## src/rtl/stage2_message_writeback_pkg.sv

```systemverilog
// Shared widths, destination codes and default operand value for the stage-2 writeback path.
// The optional drop counter is enabled by defining STAGE2_WB_DROP_CNT_EN.
package stage2_message_writeback_pkg;

    localparam int unsigned MAX_MESSAGE_BITS          = 32;
    localparam int unsigned MESSAGE_MUX_CONTROL_WIDTH = 3;
    localparam int unsigned NUM_LANES                 = 3;
    localparam int unsigned NUM_OPND                  = 5;

    // Destination codes; operand index order is {N,q,k,d,a}.
    localparam int unsigned MESSAGE_MUX_A = 0;
    localparam int unsigned MESSAGE_MUX_D = 1;
    localparam int unsigned MESSAGE_MUX_K = 2;
    localparam int unsigned MESSAGE_MUX_Q = 3;
    localparam int unsigned MESSAGE_MUX_N = 4;

    localparam logic [63:0] DEFAUT_MESSAGE = '0;

    function automatic logic [NUM_OPND-1:0] dest_onehot(input logic [31:0] code);
        case (code)
            MESSAGE_MUX_A: dest_onehot = 5'b00001;
            MESSAGE_MUX_D: dest_onehot = 5'b00010;
            MESSAGE_MUX_K: dest_onehot = 5'b00100;
            MESSAGE_MUX_Q: dest_onehot = 5'b01000;
            MESSAGE_MUX_N: dest_onehot = 5'b10000;
            default:       dest_onehot = '0;
        endcase
    endfunction

endpackage

```

## src/rtl/stage2_message_writeback_arbiter.sv

```systemverilog
// Per-lane destination decode and fixed-priority (m1>m2>m3) collision check.
// A lane with an undefined code decodes to an empty select and never collides.
module stage2_wb_arbiter
    import stage2_message_writeback_pkg::*;
#(
    parameter int unsigned CTL_W = MESSAGE_MUX_CONTROL_WIDTH
) (
    input  logic                               clear,
    input  logic [NUM_LANES-1:0]               wb_valid,
    input  logic [NUM_LANES-1:0][CTL_W-1:0]    wb_control,
    output logic [NUM_LANES-1:0]               wb_ready,
    output logic [NUM_LANES-1:0][NUM_OPND-1:0] dest_sel,
    output logic [NUM_LANES-1:0]               code_legal
);

    always_comb begin
        wb_ready   = '0;
        dest_sel   = '0;
        code_legal = '0;
        for (int unsigned j = 0; j < NUM_LANES; j++) begin
            dest_sel[j]   = dest_onehot(32'(wb_control[j]));
            code_legal[j] = |dest_sel[j];
        end
        // Comparing one-hot selects is equivalent to comparing codes once the lower lane is legal.
        for (int unsigned j = 0; j < NUM_LANES; j++) begin
            wb_ready[j] = !clear;
            for (int unsigned i = 0; i < j; i++) begin
                if (wb_valid[i] && code_legal[i] && (dest_sel[i] == dest_sel[j]))
                    wb_ready[j] = 1'b0;
            end
        end
    end

endmodule

```

## src/rtl/stage2_message_writeback.sv

```systemverilog
// Stage-2 message writeback: three lanes write five operand registers with written tracking.
// Define STAGE2_WB_DROP_CNT_EN to add the wb_drop_cnt undefined-code drop counter.
module stage2_message_writeback
    import stage2_message_writeback_pkg::*;
#(
    parameter int unsigned MSG_W = MAX_MESSAGE_BITS,
    parameter int unsigned CTL_W = MESSAGE_MUX_CONTROL_WIDTH
) (
    input  logic             clk,
    input  logic             rst_n,
    input  logic             clear,
    input  logic             wb_valid_m1,
    input  logic             wb_valid_m2,
    input  logic             wb_valid_m3,
    output logic             wb_ready_m1,
    output logic             wb_ready_m2,
    output logic             wb_ready_m3,
    input  logic [MSG_W-1:0] message_1,
    input  logic [MSG_W-1:0] message_2,
    input  logic [MSG_W-1:0] message_3,
    input  logic [CTL_W-1:0] wb_control_m1,
    input  logic [CTL_W-1:0] wb_control_m2,
    input  logic [CTL_W-1:0] wb_control_m3,
    output logic [MSG_W-1:0] message_a,
    output logic [MSG_W-1:0] message_d,
    output logic [MSG_W-1:0] message_k,
    output logic [MSG_W-1:0] message_q,
    output logic [MSG_W-1:0] message_N,
    output logic [4:0]       written_mask,
    output logic             all_written,
    output logic             wb_code_err
`ifdef STAGE2_WB_DROP_CNT_EN
    ,
    output logic [7:0]       wb_drop_cnt
`endif
);

    logic [NUM_LANES-1:0]               lane_valid;
    logic [NUM_LANES-1:0]               lane_ready;
    logic [NUM_LANES-1:0]               code_legal;
    logic [NUM_LANES-1:0]               bad_wr;
    logic [NUM_LANES-1:0][CTL_W-1:0]    lane_ctl;
    logic [NUM_LANES-1:0][MSG_W-1:0]    lane_msg;
    logic [NUM_LANES-1:0][NUM_OPND-1:0] dest_sel;
    logic [NUM_OPND-1:0][MSG_W-1:0]     opnd_q;
    logic [NUM_OPND-1:0][MSG_W-1:0]     opnd_d;
    logic [NUM_OPND-1:0]                wr_bits;
    logic [NUM_OPND-1:0]                mask_d;

    assign lane_valid = {wb_valid_m3, wb_valid_m2, wb_valid_m1};
    assign lane_ctl   = {wb_control_m3, wb_control_m2, wb_control_m1};
    assign lane_msg   = {message_3, message_2, message_1};
    assign {wb_ready_m3, wb_ready_m2, wb_ready_m1} = lane_ready;

    stage2_wb_arbiter #(
        .CTL_W (CTL_W)
    ) u_arbiter (
        .clear      (clear),
        .wb_valid   (lane_valid),
        .wb_control (lane_ctl),
        .wb_ready   (lane_ready),
        .dest_sel   (dest_sel),
        .code_legal (code_legal)
    );

    always_comb begin
        opnd_d  = opnd_q;
        wr_bits = '0;
        bad_wr  = '0;
        for (int unsigned j = 0; j < NUM_LANES; j++) begin
            if (lane_valid[j] && lane_ready[j]) begin
                if (code_legal[j]) begin
                    wr_bits = wr_bits | dest_sel[j];
                    for (int unsigned o = 0; o < NUM_OPND; o++) begin
                        if (dest_sel[j][o])
                            opnd_d[o] = lane_msg[j];
                    end
                end else begin
                    bad_wr[j] = 1'b1;
                end
            end
        end
        mask_d = written_mask | wr_bits;
    end

    always_ff @(posedge clk or negedge rst_n) begin
        if (!rst_n) begin
            opnd_q       <= {NUM_OPND{MSG_W'(DEFAUT_MESSAGE)}};
            written_mask <= '0;
            all_written  <= 1'b0;
            wb_code_err  <= 1'b0;
        end else if (clear) begin
            opnd_q       <= {NUM_OPND{MSG_W'(DEFAUT_MESSAGE)}};
            written_mask <= '0;
            all_written  <= 1'b0;
            wb_code_err  <= 1'b0;
        end else begin
            opnd_q       <= opnd_d;
            written_mask <= mask_d;
            all_written  <= (written_mask != '1) && (mask_d == '1);
            wb_code_err  <= wb_code_err | (|bad_wr);
        end
    end

`ifdef STAGE2_WB_DROP_CNT_EN
    logic [8:0] drop_sum;

    assign drop_sum = {1'b0, wb_drop_cnt} + 9'(bad_wr[0]) + 9'(bad_wr[1]) + 9'(bad_wr[2]);

    always_ff @(posedge clk or negedge rst_n) begin
        if (!rst_n)
            wb_drop_cnt <= '0;
        else if (clear)
            wb_drop_cnt <= '0;
        else
            wb_drop_cnt <= drop_sum[8] ? 8'hFF : drop_sum[7:0];
    end
`endif

    assign message_a = opnd_q[0];
    assign message_d = opnd_q[1];
    assign message_k = opnd_q[2];
    assign message_q = opnd_q[3];
    assign message_N = opnd_q[4];

endmodule

```

## config.mk

```make
export PLATFORM = sky130hd
export DESIGN_NAME = stage2_message_writeback
export DESIGN_NICKNAME = d
export VERILOG_FILES = /design/src/rtl/stage2_message_writeback_pkg.sv /design/src/rtl/stage2_message_writeback_arbiter.sv /design/src/rtl/stage2_message_writeback.sv
export SDC_FILE = /design/constraint.sdc
export NUM_CORES = 1
export LEC_CHECK = 0
export ABC_AREA = 1
export BUFFER_PORTS_ARGS = -buffer_cell sky130_fd_sc_hd__buf_2
export CORE_MARGIN = 2
export CORE_UTILIZATION = 48
export DETAILED_ROUTE_END_ITERATION = 12
export PLACE_DENSITY_LB_ADDON = 0.1
export SLEW_MARGIN = 5
export SYNTH_ARGS = -nofsm -noshare
export SYNTH_HDL_FRONTEND = slang
export SYNTH_SLANG_ARGS = --single-unit
```

## constraint.sdc

```tcl
create_clock -name clk -period 1.1 [get_ports clk]
set_input_delay 0.055 -clock clk [delete_from_list [all_inputs] [get_ports clk]]
set_output_delay 0.055 -clock clk [all_outputs]
set_load 0.01 [all_outputs]
```

==> out/results.tsv <==
metric	value	unit
DRC violations left	0	
gp weighted congestion	0.8861	
boundary pin count	281	
CP required	1.41	ns
post-synthesis instance total	1464	
share of synthesized registers carrying an async set or reset	100.0	%
via count of the first global-routing pass	11349	
number of buffers inserted by port buffering	280	
Max clock buf depth	2	
portion of the post-synthesis area used by sequential elements	41.25	%
Slew HR	67.52	%
Worst Setup End Kind	register	
Max Fanout on Critical Path	7	
critical path class	in -> reg	
unrepaired setup endpoints after global routing	yes	
wire length of the first global-routing pass	61830	um
Chip Width	149.3	um
share of post-route cells with drive strength above 1	37.31	%
final clock period utilization by the worst path	127.8	%
Overall Power	16620	uW
Inserted Clock Buffers	17	
area of the multi-input gates	6088	sq um
Std-Cell Rows	53	
number of fillers in the final layout	1582	
final worst setup slack	-0.3053	ns
status	finished with violations	
mean area per synthesized cell	6.920	sq um
Worst EP arrival	1.72	ns
post-synthesis instance area	10130	sq um
count of different cell masters after synthesis	31	
placed instance count	2008	
average wire per standard cell	21.13	um
Post-Syn Nets	1575	
core region area	20890	sq um
number of vias in the routed layout	12800	
overall die area	22280	sq um
number of clock sinks seen by CTS	167	
post-route worst hold slack	0.007011	ns
cell types with the highest counts after synthesis	407 x o21ai_0, 335 x nand2_1, 173 x a21oi_1	
top cells by area, synth	dfrtp_1 41%, o21ai_0 20%, nand2_1 12%, a21oi_1 8.5%, nor2_1 3.0%	
CTS H-Tree Depth	4	
static leakage	0.007639	uW
Clock Latency Late Sink	0.43	ns
highest attainable clock frequency	711.6	MHz
Detail Route Antenna Nets	0	
dominant cell by count in the synthesized netlist	o21ai_0	
max-capacitance violation count	0	
measured slew at the worst slew-check pin	0.4872	ns
final std cells w/o fill	2147	
flop and latch count out of synthesis	167	
area occupied by registers	4179	sq um
Area Growth Syn to Fin	55.69	%
number of hold-slack violations in the final timing report	0	
Worst Hold Depth	3	
die height	149.3	um
slack of the worst reg-to-reg path	0.06	ns
crit path time final	1.405	ns
worst clock skew	0.0004569	ns
register clock-pin slew on the reported worst setup and hold paths	0.07	ns
starting utilization of the core area	48.50	%
count of TritonRoute iterations in the first routing pass	5	
worst min-delay path category	in -> reg	
number of antenna violations at the first check in global routing	0	
number of DRC markers in iteration 0	1253	
cell type with the highest aggregate area in the netlist	dfrtp_1	
Power per Cell Area	1054	nW/um^2
Yosys top cell area share	41.25	%
global route overflow	0	
Final HPWL DP	26380	um
clock root buffer	clkbuf_16	
TritonCTS clock tree	done	
final routed wirelength across all metal layers	45360	um
Worst setup SP type	input port	
number of nets at the end of the flow	1969	
synth warn	0	
cells on worst reg2reg path	4	
number of vias per cell after detailed routing	5.962	
Setup-failing EPs final	169	
main flop type after synthesis	dfrtp_1	
Max rail drop VDD	1.289	mV
GRT Overall Usage	35.74	%
violations in the final reports	negative setup slack	
largest net degree at the start of global routing	66	
count of final max-slew check failures	0	
Post-synth EDFFs	0	
-- layout make-up --
cell class | instances | area share [%]
clock buffer | 19 | 2.808
antenna | 1 | 0.01587
inverter | 86 | 2.435
tap | 275 | 2.182
sequential | 167 | 26.50
timing repair buffer | 490 | 26.46
clock inverter | 13 | 1.007
multi-input combinational | 1096 | 38.60
-- metrics by stage --
stage	cell area, sq um	utilization, %	TNS (ns)	setup slack (ns)
after floorplan	10300	-	-51.42	-0.3466
after global placement	12540	60.05	-121.81	-0.8110
after CTS	14370	68.81	-24.85	-0.2429
final	15770	75.51	-35.01	-0.3053
after global routing	15770	75.50	-48.28	-0.4051
after detailed placement	12540	60.05	-127.47	-0.8622
-- repair_timing --
action                                  in CTS  in global routing
hold endpoints to repair                   317                  0
resized for setup                          157                275
endpoints found under the setup margin     169                171
setup buffers                               11                 13
pin swaps                                   26                 57
cloned                                       5                 20
hold buffers                                58                  0
-- worst paths after layout --
path,from,to
max,wb_control_m3[1],message_q[31]
min,message_2[16],message_q[16]
max reg2reg,message_a[11],message_a[11]
min reg2reg,written_mask[0],written_mask[0]
max in group asynchronous,rst_n,message_q[25]
min in group asynchronous,rst_n,message_d[28]
-- report_power, final --
| group | total, uW | switching, uW | internal, uW |
|---|---|---|---|
| Sequential | 6650 | 207 | 6440 |
| Clock | 6330 | 2840 | 3480 |
| Combinational | 3640 | 2130 | 1510 |
| Total | 16600 | 5180 | 11400 |
-- critical path, cell delays in order --
cell     delay, ns
buf_8         0.11
nand2_2       0.08
nor2_4        0.14
buf_4         0.12
nand2_1       0.04
nand2_1       0.06
nor2_1        0.04
nand2_1       0.10
nor2_4        0.06
nor2_8        0.18
nand3_4       0.16
buf_12        0.18
buf_12        0.14
o21ai_0       0.17
a21oi_1       0.07
-- sequential cells by signal, summed over array words and instances, names as in the netlist --
signal and cells:
all_written 1, message_N 32, message_a 32, message_d 32, message_k 32, message_q 32
wb_code_err 1, written_mask 5
-- routing by layer --
layer	vias up	part of all wire [%]	routed length [um]	track usage [%]
met5	-	0	0	0
met4	0	5.1	2308	14.67
met3	184	12	5294	7.462
met2	853	46	20900	57.10
met1	5996	37	16860	47.50
li1	5767	-	-	-
-- placed cells by master (no fill, tap or decap), types with 42 or more instances in the layout --
| cell type | count |
|---|---|
| a21oi_1 | 112 |
| a21oi_2 | 56 |
| buf_12 | 42 |
| buf_2 | 268 |
| buf_4 | 74 |
| dfrtp_1 | 167 |
| dlygate4sd3_1 | 58 |
| inv_1 | 62 |
| nand2_1 | 315 |
| nor2_1 | 62 |
| o21ai_0 | 287 |
| o21ai_1 | 87 |
| o21ai_2 | 76 |
-- logic make-up after synthesis --
family / after synthesis / synth area share, %
AO/OA/AOI/OAI: 649 / 32.37
multiplexers: 1 / 0.09881
flip-flops: 167 / 41.25
buffers and inverters: 201 / 8.349
AND/OR/NAND/NOR: 446 / 17.93
Note: power is estimated with default switching activity, not from simulation.
